[src/rtl/add8_eval_pkg.sv]
// Shared types, default widths and the |x - y| helper for the approximate-adder
// error monitor.
package add8_eval_pkg;

  localparam int W_DEF     = 8;
  localparam int CNT_W_DEF = 16;
  localparam int ACC_W_DEF = CNT_W_DEF + W_DEF + 2;

  typedef enum logic [1:0] {
    IDLE,
    RUN,
    DRAIN,
    DONE
  } state_e;

  // Magnitude of the difference of two W+1-bit sums, taken in W+2-bit signed math.
  function automatic logic [W_DEF:0] abs_diff(input logic [W_DEF:0] x,
                                               input logic [W_DEF:0] y);
    logic signed [W_DEF+1:0] d;
    logic        [W_DEF+1:0] m;
    d = $signed({1'b0, x}) - $signed({1'b0, y});
    m = d[W_DEF+1] ? -d : d;
    return m[W_DEF:0];
  endfunction

endpackage

[src/rtl/add8_err_stage.sv]
// Two-stage datapath: S1 captures the triple and the exact sum, S2 registers
// the absolute error together with the operands that produced it.
module add8_err_stage
  import add8_eval_pkg::*;
#(
  parameter int W = W_DEF
) (
  input  logic         clk,
  input  logic         rst,
  input  logic         i_fire,
  input  logic [W-1:0] i_a,
  input  logic [W-1:0] i_b,
  input  logic [W:0]   i_o,
  output logic         o_valid,
  output logic [W:0]   o_err,
  output logic [W-1:0] o_a,
  output logic [W-1:0] o_b
);

  logic         r_v1, r_v2;
  logic [W-1:0] r_a1, r_b1, r_a2, r_b2;
  logic [W:0]   r_o1, r_exact1, r_err2;

  always_ff @(posedge clk) begin
    if (rst) begin
      r_v1 <= 1'b0;
      r_v2 <= 1'b0;
    end else begin
      r_v1 <= i_fire;
      r_v2 <= r_v1;
    end
  end

  // NOTE: payload registers carry no reset; the valid bits alone decide whether
  // their contents are ever consumed, so resetting them would only add fan-out.
  always_ff @(posedge clk) begin
    if (i_fire) begin
      r_a1     <= i_a;
      r_b1     <= i_b;
      r_o1     <= i_o;
      r_exact1 <= {1'b0, i_a} + {1'b0, i_b};
    end
    if (r_v1) begin
      r_err2 <= abs_diff(r_o1, r_exact1);
      r_a2   <= r_a1;
      r_b2   <= r_b1;
    end
  end

  assign o_valid = r_v2;
  assign o_err   = r_err2;
  assign o_a     = r_a2;
  assign o_b     = r_b2;

endmodule

[src/rtl/add8_err_monitor.sv]
// Run controller and accumulators characterising an approximate 8-bit adder:
// total |error| (saturating), worst-case error with its operands, error count.
module add8_err_monitor
  import add8_eval_pkg::*;
#(
  parameter int W     = W_DEF,
  parameter int CNT_W = CNT_W_DEF,
  parameter int ACC_W = ACC_W_DEF
) (
  input  logic             clk,
  input  logic             rst,
  input  logic             start,
  input  logic [CNT_W-1:0] len,
  input  logic             in_valid,
  output logic             in_ready,
  input  logic [W-1:0]     in_a,
  input  logic [W-1:0]     in_b,
  input  logic [W:0]       in_o,
  output logic             busy,
  output logic             done,
  output logic [ACC_W-1:0] sum_abs_err,
  output logic [W:0]       wce,
  output logic [W-1:0]     wce_a,
  output logic [W-1:0]     wce_b,
  output logic [CNT_W-1:0] err_cnt,
  output logic [CNT_W-1:0] sample_cnt
);

  state_e           r_state, w_state_nxt;
  logic             r_drain_cnt;
  logic [CNT_W-1:0] r_len, r_err_cnt, r_sample_cnt;
  logic [ACC_W-1:0] r_sum;
  logic [W:0]       r_wce;
  logic [W-1:0]     r_wce_a, r_wce_b;

  logic             w_fire, w_last, w_start;
  logic             w_err_valid;
  logic [W:0]       w_err;
  logic [W-1:0]     w_err_a, w_err_b;
  logic [ACC_W:0]   w_sum_ext;

  assign w_start = start && (r_state == IDLE || r_state == DONE);
  assign w_fire  = in_valid && (r_state == RUN);
  assign w_last  = w_fire && (r_sample_cnt + CNT_W'(1) == r_len);

  // NOTE: sequential state uses non-blocking assignments so every flop samples
  // the pre-edge values regardless of statement order.
  always_ff @(posedge clk) begin
    if (rst) begin
      r_state     <= IDLE;
      r_drain_cnt <= 1'b0;
    end else begin
      r_state     <= w_state_nxt;
      r_drain_cnt <= (r_state == DRAIN) ? ~r_drain_cnt : 1'b0;
    end
  end

  // NOTE: the default assignment first keeps this block free of inferred latches.
  always_comb begin
    w_state_nxt = r_state;
    case (r_state)
      IDLE, DONE: if (w_start) w_state_nxt = (len != '0) ? RUN : DRAIN;
      RUN:        if (w_last) w_state_nxt = DRAIN;
      DRAIN:      if (r_drain_cnt) w_state_nxt = DONE;
      default:    w_state_nxt = IDLE;
    endcase
  end

  add8_err_stage #(.W(W)) u_stage (
    .clk     (clk),
    .rst     (rst),
    .i_fire  (w_fire),
    .i_a     (in_a),
    .i_b     (in_b),
    .i_o     (in_o),
    .o_valid (w_err_valid),
    .o_err   (w_err),
    .o_a     (w_err_a),
    .o_b     (w_err_b)
  );

  // One extra carry bit detects overflow so the total clamps instead of wrapping.
  assign w_sum_ext = (ACC_W+1)'(r_sum) + (ACC_W+1)'(w_err);

  always_ff @(posedge clk) begin
    if (rst || w_start) begin
      r_len        <= rst ? '0 : len;
      r_sum        <= '0;
      r_wce        <= '0;
      r_wce_a      <= '0;
      r_wce_b      <= '0;
      r_err_cnt    <= '0;
      r_sample_cnt <= '0;
    end else begin
      if (w_fire) r_sample_cnt <= r_sample_cnt + CNT_W'(1);
      if (w_err_valid) begin
        r_sum <= w_sum_ext[ACC_W] ? '1 : w_sum_ext[ACC_W-1:0];
        if (w_err > r_wce) begin
          r_wce   <= w_err;
          r_wce_a <= w_err_a;
          r_wce_b <= w_err_b;
        end
        if (w_err != '0) r_err_cnt <= r_err_cnt + CNT_W'(1);
      end
    end
  end

  assign in_ready    = (r_state == RUN);
  assign busy        = (r_state == RUN) || (r_state == DRAIN);
  assign done        = (r_state == DONE);
  assign sum_abs_err = r_sum;
  assign wce         = r_wce;
  assign wce_a       = r_wce_a;
  assign wce_b       = r_wce_b;
  assign err_cnt     = r_err_cnt;
  assign sample_cnt  = r_sample_cnt;

endmodule

[config.mk]
export PLATFORM = sky130hd
export DESIGN_NAME = add8_err_monitor
export DESIGN_NICKNAME = d
export VERILOG_FILES = /design/src/rtl/add8_eval_pkg.sv /design/src/rtl/add8_err_stage.sv /design/src/rtl/add8_err_monitor.sv
export SDC_FILE = /design/constraint.sdc
export NUM_CORES = 1
export LEC_CHECK = 0
export BUFFER_PORTS_ARGS = -buffer_cell sky130_fd_sc_hd__clkbuf_2
export CAP_MARGIN = 20
export CORE_MARGIN = 1
export CORE_UTILIZATION = 41
export CTS_CLUSTER_DIAMETER = 60
export DETAILED_ROUTE_END_ITERATION = 6
export PLACE_DENSITY = 0.58
export SETUP_SLACK_MARGIN = 0.05
export SLEW_MARGIN = 20
export SYNTH_ARGS = -nofsm -noshare
export SYNTH_HDL_FRONTEND = slang
export SYNTH_SLANG_ARGS = --single-unit
[constraint.sdc]
create_clock -name clk -period 3.6 [get_ports clk]
set_input_delay 0.72 -clock clk [delete_from_list [all_inputs] [get_ports clk]]
set_output_delay 0.72 -clock clk [all_outputs]
set_load 0.05 [all_outputs]
After elaboration in Yosys (flattened, before gate mapping) --
Cells that the tools add are included. Widths: inputs -> output; s select.
Word-level totals: flip-flop bits (word level) 163, bits in latches 0, memory bits (writable) 0, memory bits (read-only) 0, input bits 45, output and inout bits 86, word-level logic and storage cells 55, memories 0
Cells by class: add/sub/neg operators 6, $mul 0, div/mod/pow operators 0, order comparisons 1, equality and inequality tests 7, shift operators 0, muxes and demuxes 7, bitwise operators 2, reduce and logical (&&, ||, !) cells 14
Operators by type and width (count):
- $add 16x1->16 const B | 2
- $add 26x9->27 | 1
- $mux 26 | 1
- $eq 16x16->1 | 1
- $reduce_bool 16->1 | 1
- $sub 9x9->10 | 1
- $add 8x8->9 | 1
- $gt 9x9->1 | 1
- $mux 9 | 1
- $neg 9->9 | 1
- $reduce_bool 9->1 | 1
- $mux 2 | 4
- $pmux 2 s3 | 1
- $eq 2x2->1 const B | 2
- $ne 2x2->1 const B | 2
- $reduce_and 2->1 | 2
- $reduce_or 2->1 | 2
- $logic_and 1x1->1 | 3
- $logic_or 1x1->1 | 3
- $reduce_and 3->1 | 1
- $eq 2x1->1 const B | 1
- $logic_not 2->1 | 1
- $ne 2x1->1 const B | 1
- $not 1->1 | 2

Logic depth before layout (Yosys ltp) --
Gate-level depths: netlist (run 1).
depth after elaboration 5, mapped depth 11, mapped depth without buffers 11

Modules after synthesis --
From an unflattened synthesis (run 1), not the netlist that was laid out.
Unflattened totals: cells, all modules 775, area total of the unflattened synthesis 8089.0 sq um
By module, submodules not included:
- add8_err_monitor | instances 1, cells an instance 587, area each 5330.1 sq um, seq. area each 2202.1 sq um
- add8_err_stage | instances 1, cells an instance 188, area each 2758.9 sq um, seq. area each 1811.7 sq um

Worst setup path after synthesis (run 1) --
No wires, ideal clock.
kind register to register, start register r_state[1], end register r_state[0], setup time 128 ps, arrival 2955 ps, data required time 3472 ps, slack 518 ps, cell stages (with the launch flop) 11, path buffers 0, clock period less this slack 3082 ps, cells stage by stage dfxtp_1 > inv_1 > ha_1 > nand2_1 > clkinv_1 > o2111a_1 > o211ai_1 > nor4_1 > a31oi_1 > mux2i_1 > nor2_1
On the way: longest elaborated chain between the ends 5, elaborated cells between the ends (all ways) 14, classes of those cells eq/ne: 6; mux: 1; reduce/logical: 7
RTL lines:
- from (decl) | RTL line add8_err_monitor.sv:29 | state_e r_state, w_state_nxt;
- from (signal assigned) | RTL line add8_err_monitor.sv:53 | r_state <= w_state_nxt;
- $eq 2x1->1
- named net in_ready | RTL line add8_err_monitor.sv:15 | output logic in_ready,
- $logic_and 1x1->1 | RTL line add8_err_monitor.sv:43 | assign w_fire = in_valid && (r_state == RUN);
- named net u_stage.i_fire | RTL line add8_err_stage.sv:10 | input logic i_fire,
- $logic_and 1x1->1 | RTL line add8_err_monitor.sv:44 | assign w_last = w_fire && (r_sample_cnt + CNT_W'(1) == r_len);
- $ne 2x1->1 (no source line)
- $reduce_and 3->1 (no source line)
The timed path passes the listed nets, and every way through them passes these cells. A chain may end at the register's enable or synchronous reset.

Worst setup path after layout (run 1) --
start register u_stage.r_o1[0], end register u_stage.r_err2[8], in the netlist u_stage.o_err[8], data pin
On the way: longest elaborated chain between the ends 3
RTL lines:
- from (decl) | RTL line add8_err_stage.sv:22 | logic [W:0] r_o1, r_exact1, r_err2;
- from (signal assigned) | RTL line add8_err_stage.sv:40 | r_o1 <= i_o;
- $sub 9x9->10 (*) | RTL line add8_eval_pkg.sv:21 | d = $signed({1'b0, x}) - $signed({1'b0, y});
- $neg 9->9 | RTL line add8_eval_pkg.sv:22 | m = d[W_DEF+1] ? -d : d;
- $mux 9 (*) | RTL line add8_eval_pkg.sv:22
- to (signal assigned) | RTL line add8_err_stage.sv:44 | r_err2 <= abs_diff(r_o1, r_exact1);
- to (decl) | RTL line add8_err_stage.sv:22
Mark *: on every way between the ends. The rest lies on a longest branch, timed or not.

==> key figures, run 1 <==
Timing
  – Slew @ Worst Pin: roughly 1.1 ns
  – RSZ-0062 raised after global routing: false
  – Final count of pins violating max slew: 0
  – Fin. Hold Viols: 0
  – Fin crit period: 2.691 ns
  – Achievable Freq: 371.6 MHz
  – Setup violations, final: 0
  – Layout Skew: 0.009282 ns
  – Tcrit/Tclk final: 74.76%
  – Setup TNS: 0 ns
  – Worst slew margin: 28.68%

Outcome
  – Status: complete, no violations

Setup path
  – CP Class: reg2reg
  – CP Launch Type: flop
  – Worst path max stage delay: 0.44 ns
  – Largest delay share family, worst path: compound AO/OA/AOI/OAI gates
  – Worst path slowest cell: or3b_2
  – Worst-path cell chain: inv_1, ha_1, inv_1, fa_1, a21oi_1, o21ai_0, o21ai_0, or3b_2, o21ai_0, a41oi_1, xnor2_1
  – Req. time, crit path: 3.76 ns
  – Worst EP arrival: 2.86 ns
  – Critical path capture point type: flop
  – Crit-path max FO: 3
  – Top cell by count, worst path: o21ai_0
  – Reg2reg setup slack: 0.91 ns
  – Buf/Inv on CP: 2

Global route
  – Pin count of the biggest net entering global routing: 40
  – Overall routing resource usage: 17.86%
  – Vias in the first global route: 5540
  – Total grt overflow: 0
  – First-pass GRT wire length: 28020 µm
  – Initial antenna violation count: 0

Clock network
  – Setup bufs post-CTS: 0
  – Post-CTS sizing: 0
  – TritonCTS clock tree: done
  – TritonCTS Buffers: 17
  – Sink Count: about 160
  – Root Driver: clkbuf_16
  – Max clock buf depth: 2
  – Reg clk slew, reported paths: roughly 0.06 ns
  – H-tree depth: 4
  – CTS Hold Bufs: 0
  – Worst-Skew Late Latency: about 0.42 ns

Synthesis
  – Simple-gate area share of the yosys netlist: 16.36%
  – Register area share after synthesis: 50.61%
  – Post-synthesis mux area share: around 3.7%
  – Avg Cell Area, Syn: ~11 µm²
  – Syn_nets: 843
  – Mapped Cells: 754
  – Largest family of logic cells by synthesized area: simple AND/OR/NAND/NOR gates
  – Async S/R FF share, synth: 0%
  – Synth Area in Compound Gates: ~11%
  – Synth Area in Adders: 7.225%
  – #FFs+latches synth: 163
  – XOR/XNOR Fraction of Synth Area: approximately 7.7%
  – Number of flops mapped to enable cells by yosys: 75
  – Warnings from Yosys: 0
  – Yosys cell types: 66
  – Synthesized area: approximately 8000 µm²
  – Synth Flop Type: dfxtp_1

Floorplan
  – IO Pins: 131
  – Row count: 50
  – Die Y: 141.1 µm
  – Die X: 141.1 µm
  – Core area: approximately 19000 µm²
  – Die ar.: 19910 µm²
  – Starting Density: 42.12%

Placed design
  – Routability congestion estimate from global placement: 0.7821
  – Hpwl dp: 12150 µm
  – Dpl cells: 1126
  – Port Buffer Count: 130

Final layout
  – Final cell count without fillers: 1158
  – Final core utilization: 49.91%
  – Net count, final: just under 1000
  – Ant. Diodes: 0
  – Area delta synth->final: 18.50%
  – Layout cells sized above 1: between 20% and 30%

Routing
  – Final ANT Viol Nets: 0
  – Routed len/inst: 14.46 µm
  – Final WL: roughly 17000 µm
  – Initial drt markers: approximately 240
  – DR DRC count: 0
  – Drt first pass iters: 4
  – Drt via density: 4.927
  – Via count: roughly 5700

Run
  – Max cap viols: 0

Hold path
  – Worst min-delay path class: reg2reg

Pwr
  – Worst vdd rail ir drop: 0.3960 mV
  – Leak: 3.646 nW
  – Pwr Density: 517.2 nW/µm²
-- flip-flops by register name, indices dropped and copies added (netlist names), 9 cells and up --
name / cells
err_cnt: 16
r_len: 16
sample_cnt: 16
sum_abs_err: 26
u_stage.o_err: 9
u_stage.r_exact1: 9
u_stage.r_o1: 9
wce: 9
-- cells in the mapped netlist (4+ instances only) --
cell	count	area, µm²
dfxtp_1	88	1762
nand2_1	78	292.8
edfxtp_1	75	2252
nor2_1	59	221.5
xnor2_1	46	402.9
ha_1	41	513.0
inv_1	41	153.9
a21oi_1	31	155.2
mux2i_1	28	280.3
xor2_1	24	210.2
nor2b_1	23	143.9
o21ai_0	20	100.1
nor3_1	16	80.08
clkbuf_1	15	56.30
a31oi_1	13	81.33
nand3_1	13	65.06
nand4_1	10	62.56
nor4_1	10	62.56
and3_1	9	56.30
o221a_2	9	101.4
o21a_1	8	60.06
a21o_1	7	52.55
buf_2	7	35.03
nand2b_1	7	43.79
a211oi_1	6	45.04
and4_1	6	52.55
or3_1	6	37.54
a311oi_1	4	35.03
-- cells in the final DEF (no fill, tap or decap), types with 20 or more instances in the layout --
cell type / n
xor2_1: 24
inv_1: 40
mux2i_1: 28
xnor2_1: 46
clkbuf_2: 130
a21oi_1: 30
o21ai_0: 20
dfxtp_1: 88
nand2_1: 78
nor2b_1: 23
ha_1: 41
edfxtp_1: 75
nor2_1: 59
-- report_power, final --
part | internal, mW | total [mW] | switching, mW | leakage [nW]
clock network | 0.902 | 1.65 | 0.745 | 0.241
registers | 2.14 | 2.22 | 0.0817 | 1.42
logic | 0.364 | 0.994 | 0.630 | 1.99
total | 3.40 | 4.86 | 1.46 | 3.65
-- metal layers --
metal  global-route usage [%]  vias to the layer above  share of wire, %
met5                        0                        -                 0
met4                    5.664                        0               1.2
met3                    3.363                       12               3.2
met2                    28.24                      110                45
met1                    24.65                     2614                51
li1                         -                     2970                 -
-- cell families (layout without fill, tap and decap cells) --
kind of cell    count (synthesis)  in the layout
compound gates                127            127
xor+xnor                       70             70
flops                         163            163
simple gates                  255            255
mux                            29             29
fa+ha+maj                      44             44
buf+inv                        66            210
-- path summary, 6_finish.rpt --
check,startpoint,to,depth (start not counted)
setup reg to reg,u_stage.r_o1[0],u_stage.o_err[8],11
hold reg to reg,u_stage.r_a1[5],u_stage.o_a[5],0
hold / removal,u_stage.r_a1[5],u_stage.o_a[5],0
setup / recovery,u_stage.r_o1[0],u_stage.o_err[8],11
-- cell type report --
| cell class | count | area [µm²] |
|---|---|---|
| clock buffer | 21 | 450.4 |
| multi-input combinational | 525 | 3676 |
| fill | 1778 | 9432 |
| sequential | 163 | 4014 |
| clock inverter | 11 | 80.08 |
| tap | 260 | 325.3 |
| inverter | 42 | 157.7 |
| timing repair buffer | 136 | 695.7 |
-- metrics by stage --
step / power [mW] / instance area [µm²] / hold slack, ns / setup WS, ns
finish: 4.861 / 9399 / 0.4188 / 0.9088
global route: 5.127 / 9399 / 0.4289 / 0.6481
CTS: 4.924 / 9399 / 0.4200 / 0.8854
detailed placement: 3.268 / 8869 / 0.4045 / 0.9034
global placement: 3.262 / 8869 / 0.4016 / 0.9474
floorplan: 2.992 / 7931 / 0.4003 / 0.5177
Note: power is estimated with default switching activity, not from simulation.
==> inputs of run 2 (changes only) <==
--- a/config.mk
+++ b/config.mk
@@ -5,6 +5,7 @@
 export SDC_FILE = /design/constraint.sdc
 export NUM_CORES = 1
 export LEC_CHECK = 0
+export ABC_AREA = 1
 export BUFFER_PORTS_ARGS = -buffer_cell sky130_fd_sc_hd__clkbuf_2
 export CAP_MARGIN = 20
 export CORE_MARGIN = 1
==> constraint.sdc (replaced) <==
create_clock -name clk -period 2.7 [get_ports clk]
set_input_delay 0.54 -clock clk [delete_from_list [all_inputs] [get_ports clk]]
set_output_delay 0.54 -clock clk [all_outputs]
set_load 0.05 [all_outputs]
==> run 2 against run 1 <==
- combinational power rose by 83%
- clock power rose by 44%
- routed wire length rose by 8.3%
- synthesized area rose by 5.0%
- die area rose by 5.0%
- critical path depth rose by 3
- flip-flop and latch count did not move
- via count rose by 16%
- utilization rose by 0.29 points
==> key figures, run 2 <==
Outcome
  – Status: complete, no violations

Global route
  – Pin count of the biggest net entering global routing: 65
  – Overall routing resource usage: 18.30%
  – Initial antenna violation count: 0
  – Total grt overflow: 0
  – Vias in the first global route: 6092
  – First-pass GRT wire length: 29780 µm

Placed design
  – Routability congestion estimate from global placement: approximately 0.84
  – Port Buffer Count: 130
  – Hpwl dp: 13520 µm

Synthesis
  – Mapped Cells: 999
  – Async S/R FF share, synth: 0%
  – Number of flops mapped to enable cells by yosys: 75
  – Synth cell count leaders: nand2_1, inv_1, nor2_1
  – Top cell type's share of synthesized area: 27.03%
  – Synthesized area: 8332 µm²
  – Register area share after synthesis: 48.18%
  – Most frequent cell after synthesis: nand2_1
  – Simple-gate area share of the yosys netlist: 21.71%
  – Syn_nets: between 1000 and 1500
  – Yosys cell types: between 40 and 50
  – Synth Flop Type: dfxtp_1
  – Warnings from Yosys: 0
  – Post-synthesis mux area share: 0%
  – XOR/XNOR Fraction of Synth Area: 3.920%
  – Avg Cell Area, Syn: 8.340 µm²
  – Synth Area in Compound Gates: 11.10%
  – Largest family of logic cells by synthesized area: simple AND/OR/NAND/NOR gates
  – #FFs+latches synth: around 160
  – Dominant cells by area after synthesis: edfxtp_1, dfxtp_1, nand2_1
  – Largest area contributor in the netlist: edfxtp_1
  – Synth Area in Adders: 6.878%

Timing
  – Layout Skew: ~0.0074 ns
  – Worst slew margin: around 58%
  – Fin crit period: 2.428 ns
  – RSZ-0062 raised after global routing: false
  – Fin. Hold Viols: 0
  – Final count of pins violating max slew: 0
  – Setup TNS: 0 ns
  – Hold WS: 0.2972 ns
  – Tcrit/Tclk final: 89.94%
  – Achievable Freq: between 400 and 500 MHz
  – Slew @ Worst Pin: 0.6365 ns
  – Setup violations, final: 0

Setup path
  – Crit-path max FO: 8
  – CP Launch Type: flop
  – Cell depth of the worst flop-to-flop path: 14
  – Reg2reg end: sum_abs_err[21]
  – Critical path capture point type: flop
  – CP Class: reg2reg
  – Reg2reg setup slack: roughly 0.27 ns
  – Worst EP arrival: 2.74 ns
  – Req. time, crit path: 3.01 ns
  – RR Startpoint: u_stage.o_err[0]

Clock network
  – TritonCTS clock tree: done
  – CTS Hold Bufs: 0
  – TritonCTS Buffers: 17
  – Sink Count: 163
  – Worst-Skew Late Latency: between 0.4 and 0.5 ns
  – Reg clk slew, reported paths: 0.07 ns
  – H-tree depth: 4
  – Max clock buf depth: 2
  – Root Driver: clkbuf_16

Routing
  – Initial drt markers: 369
  – Routed len/inst: 12.82 µm
  – DR DRC count: 0
  – Drt via density: 4.701
  – Drt first pass iters: 5
  – Final WL: 18120 µm
  – Final ANT Viol Nets: 0
  – Via count: between 6000 and 7000

Floorplan
  – Starting Density: a little over two fifths
  – Die ar.: 20890 µm²
  – IO Pins: 131
  – Die X: 144.6 µm
  – Row count: 51
  – Die Y: 144.6 µm
  – Core area: 19720 µm²

Hold path
  – Hold Crit Start: in_o[4]
  – Hold path endpoint: u_stage.r_o1[4]
  – Worst min-delay path class: in2reg
  – Hold path depth: 1

Pwr
  – Worst vdd rail ir drop: 0.5680 mV
  – Register share of total power: a little over two fifths
  – Sw Share: 32.92%
  – Comb power frac: 24.9%
  – Switching power: ~2.4 mW
  – Pwr Density: roughly 740 nW/µm²
  – Leak: 4.484 nW
  – P_int: 4.903 mW
  – Clock share of power: around a third

Final layout
  – Max reg flops: 26
  – Layout cells sized above 1: 17.23%
  – Net count, final: approximately 1200
  – Ant. Diodes: 0
  – Most common cell after layout, fill and taps aside: nand2_1
  – Most frequent cells in the layout: nand2_1, inv_1, clkbuf_2, nor2_1, dfxtp_1
  – Layout fillers: around 1900
  – Area delta synth->final: 18.82%

Run
  – Max cap viols: 0
-- run 2: cell count changes after synthesis, sizes merged, moves of 9 or more --
cell,previous run,this run
a21oi,33,71
inv,41,156
mux2i,28,0
nand2,78,187
nand3,14,58
nand4,12,21
nor2,60,104
nor2b,23,0
o21ai,22,76
o221a,9,0
xnor2,46,8
-- run 2: through the flow --
stage | utilization [%] | power [mW] | instance area [µm²] | setup slack, ns | std cells
2_1_floorplan | - | 4.511 | 8333 | 0.3639 | 999
3_3_place_gp | 47.14 | 4.958 | 9295 | 0.2907 | 1381
3_5_place_dp | 47.14 | 4.966 | 9295 | 0.2702 | 1381
4_1_cts | 50.09 | 7.358 | 9876 | 0.2346 | 1413
5_1_grt | 50.21 | 7.744 | 9899 | 0.05780 | 1414
6_report | 50.21 | 7.309 | 9899 | 0.2715 | 1414
-- run 2: critical path, stage by stage, from the launching register on --
cell and delay, ns:
edfxtp_1 0.43, ha_1 0.23, fa_1 0.41, nand3_1 0.10, nand2_1 0.10, a21oi_2 0.19, o21ai_2 0.09, nand2_1 0.09
nand2_2 0.13, nand2_2 0.14, inv_2 0.07, nand3_1 0.11, nand2_1 0.06, o21ai_1 0.11, inv_1 0.06
-- run 2: worst max-delay path by stage --
stage                         from  cells past startpoint               end  slack (ns)
3_5_place_dp      u_stage.o_err[0]                     12   sum_abs_err[24]        0.27
5_1_grt        u_stage.r_exact1[2]                     14  u_stage.o_err[8]        0.06
3_3_place_gp       u_stage.r_o1[0]                     15  u_stage.o_err[7]        0.29
2_1_floorplan       sum_abs_err[0]                     13   sum_abs_err[12]        0.36
4_1_cts           u_stage.o_err[0]                     12   sum_abs_err[11]        0.23
6_report          u_stage.o_err[0]                     14   sum_abs_err[21]        0.27
-- run 2: layout make-up --
type | count | area [µm²] | share of cell area (%)
repair buffers | 139 | 730.7 | 7.381
clock buffers | 18 | 429.2 | 4.335
flip-flops and latches | 163 | 4014 | 40.55
multi-input cells | 657 | 3650 | 36.87
inverters | 158 | 593.1 | 5.991
clock inverters | 14 | 151.4 | 1.529
well taps | 265 | 331.6 | 3.349
-- run 2: power groups by stage --
stage | combinational, mW | sequential (mW) | clock, mW
after floorplan | 1.18 | 3.33 | 0
after global placement | 1.80 | 3.16 | 0
after detailed placement | 1.81 | 3.16 | 0
after CTS | 1.82 | 3.10 | 2.44
after global routing | 2.07 | 3.13 | 2.54
final | 1.82 | 3.10 | 2.38
-- run 2: logic make-up (layout without fill, tap and decap cells) --
group,count (synthesis),in the layout
compound gates,171,171
xor+xnor,34,34
fa+ha+maj,44,44
buf+inv,179,329
flops,163,163
simple gates,408,408
-- run 2: metal layers --
| layer | routed length, µm | global-route usage (%) | vias up |
|---|---|---|---|
| met5 | 0 | 0 | - |
| met4 | 189 | 5.374 | 0 |
| met3 | 761 | 3.974 | 16 |
| met2 | 7949 | 28.52 | 133 |
| met1 | 9224 | 25.32 | 2910 |
| li1 | - | - | 3588 |
-- run 2: timing repair --
action	in CTS	in global routing
endpoints found under the setup margin	0	5
buffers inserted	0	1
gates resized for setup	0	3
==> inputs of run 3 (changes only) <==
--- a/config.mk
+++ b/config.mk
@@ -5,7 +5,6 @@
 export SDC_FILE = /design/constraint.sdc
 export NUM_CORES = 1
 export LEC_CHECK = 0
-export ABC_AREA = 1
 export BUFFER_PORTS_ARGS = -buffer_cell sky130_fd_sc_hd__clkbuf_2
 export CAP_MARGIN = 20
 export CORE_MARGIN = 1
==> run 3 against run 2 <==
- non-clock buffer count grew 8
- clock power is essentially flat
- clock skew grew 0.0012 ns
- combinational power shrank 23%
- utilization grew 0.86 points
- flip-flop and latch count is the same
- power shrank 8.0%
- fmax shrank 2.3%
- critical endpoint is now u_stage.o_err[8]
- sequential share of layout area grew 1.2 points
- final cell count shrank 17%
- first-iteration DRC count shrank 5.4%
==> key figures, run 3 (same netlist as run 1, synthesis figures left out) <==
Global route
  – Overall routing resource usage: 17.64%
  – Initial antenna violation count: 0
  – Vias in the first global route: 5535
  – Total grt overflow: 0
  – First-pass GRT wire length: 27660 µm
  – Pin count of the biggest net entering global routing: 61

Clock network
  – CTS Hold Bufs: 0
  – Root Driver: clkbuf_16
  – Sink Count: 163
  – Max clock buf depth: 2
  – TritonCTS Buffers: 17
  – TritonCTS clock tree: done
  – Reg clk slew, reported paths: about 0.070 ns
  – H-tree depth: 4
  – Worst-Skew Late Latency: 0.42 ns

Routing
  – DR DRC count: 0
  – Met2 WL: ~7400 µm
  – Drt via density: 4.971
  – Top sig layer: met4
  – Via count: 5811
  – Final WL: approximately 16000 µm
  – Drt first pass iters: 4
  – Final ANT Viol Nets: 0
  – Initial drt markers: 349
  – Metal-1 WL: between 8000 and 9000 µm
  – Met3 wire length: ~570 µm
  – Routed len/inst: 14.06 µm

Final layout
  – Layout fillers: about 1700
  – Net count, final: just under 1000
  – Area delta synth->final: 21.25%
  – Max reg flops: 26
  – Most frequent cells in the layout: clkbuf_2, dfxtp_1, nand2_1, edfxtp_1, nor2_1
  – Most common cell after layout, fill and taps aside: clkbuf_2
  – Ant. Diodes: 0
  – Final cell count without fillers: 1169
  – Post-route cell area: between 9000 and 10000 µm²
  – Layout cells sized above 1: 23.43%
  – Final core utilization: 51.07%

Pwr
  – Worst vdd rail ir drop: 0.5918 mV
  – Register share of total power: 43.9%
  – Comb power frac: about a fifth
  – Total power: a little under 7 mW
  – Switching power: 2.063 mW
  – P_int: around 4.7 mW
  – Sw Share: 30.69%
  – Leak: between 3 and 4 nW
  – Pwr Density: 699.0 nW/µm²
  – Clock share of power: 35.1%

Timing
  – Final count of pins violating max slew: 0
  – RSZ-0062 raised after global routing: true
  – Slew @ Worst Pin: between 0.5 and 0.6 ns
  – Fin crit period: roughly 2.5 ns
  – Setup violations, final: 0
  – Achievable Freq: approximately 400 MHz
  – Final WS setup: 0.2135 ns
  – Worst slew margin: 62.61%
  – Fin. Hold Viols: 0
  – Tcrit/Tclk final: 92.09%
  – Layout Skew: 0.008539 ns

Setup path
  – Crit-path max FO: 2
  – CP Class: reg2reg
  – Crit path from: u_stage.r_o1[0]
  – Reg2reg end: u_stage.o_err[8]
  – CP Launch Type: flop
  – RR Startpoint: u_stage.r_o1[0]
  – Worst EP arrival: ~2.7 ns
  – Critical path capture point type: flop
  – Req. time, crit path: 2.87 ns
  – Reg2reg setup slack: around 0.21 ns
  – Cell depth of the worst flop-to-flop path: 12

Placed design
  – Dpl cells: ~1100
  – Placed cell area: about 9000 µm²
  – Pre-CTS WS: -0.009053 ns
  – Hpwl dp: about 12000 µm
  – Port Buffer Count: 130
  – Routability congestion estimate from global placement: 0.8031

Floorplan
  – Row count: 50
  – Die X: 141.1 µm
  – Die Y: 141.1 µm
  – IO Pins: between 100 and 150
  – Die ar.: 19910 µm²
  – Core area: 18830 µm²
  – Starting Density: 42.12%

Hold path
  – Hold path depth: 1
  – Worst min-delay path class: in2reg
  – Hold Crit Start: in_o[5]
  – Hold path endpoint: u_stage.r_o1[5]

Outcome
  – Status: complete, no violations

Run
  – Max cap viols: 0
run 3: layer usage:
metal,vias to the layer above,GRT usage (%)
met2,108,27.41
met5,-,0
li1,2991,-
met3,17,3.601
met4,0,5.950
met1,2695,24.46
run 3: repair_timing:
action / 4_1_cts / 5_1_grt
endpoints found under the setup margin: 2 / 17
hold endpoints to repair: 0 / 0
setup buffers: 0 / 0
pin swaps: 0 / 2
resized for setup: 3 / 10
run 3: final cells by class:
class	count	area (µm²)	area share, %
sequential	163	4014	41.74
tap	260	325.3	3.383
multi-input combinational	525	3721	38.69
inverter	42	158.9	1.652
timing repair buffer	147	810.8	8.431
clock inverter	14	136.4	1.418
clock buffer	18	450.4	4.684
run 3: worst max path at each step:
stage / endpoint / slack (ns) / depth (start not counted)
finish: u_stage.o_err[8] / 0.21 / 12
global route: sum_abs_err[20] / 0.02 / 8
CTS: u_stage.o_err[8] / 0.05 / 11
detailed placement: u_stage.o_err[8] / -0.009 / 11
global placement: u_stage.o_err[8] / 0.05 / 11
floorplan: r_state[0] / 0.09 / 9
run 3: stage by stage:
stage / hold WS [ns] / setup TNS (ns)
after floorplan: 0.4003 / 0
after global placement: 0.4019 / 0
after detailed placement: 0.4045 / -0.009053
after CTS: 0.2677 / 0
after global routing: 0.2659 / 0
final: 0.2914 / 0
run 3: power by group through the flow:
stage | logic (mW) | registers, mW | clock network, mW
2_1_floorplan | 0.950 | 3.04 | 0
3_3_place_gp | 1.38 | 3.00 | 0
3_5_place_dp | 1.38 | 3.01 | 0
4_1_cts | 1.39 | 2.95 | 2.43
5_1_grt | 1.57 | 2.97 | 2.53
6_report | 1.41 | 2.95 | 2.36
run 3: critical path: stages (launching register included):
cell      delay (ns)
edfxtp_1        0.36
inv_1           0.06
ha_1            0.18
inv_1           0.07
fa_2            0.36
a21oi_2         0.14
o21ai_1         0.10
buf_4           0.14
nor3_2          0.21
o21bai_1        0.12
a21oi_1         0.18
xor2_1          0.23
xnor2_1         0.09
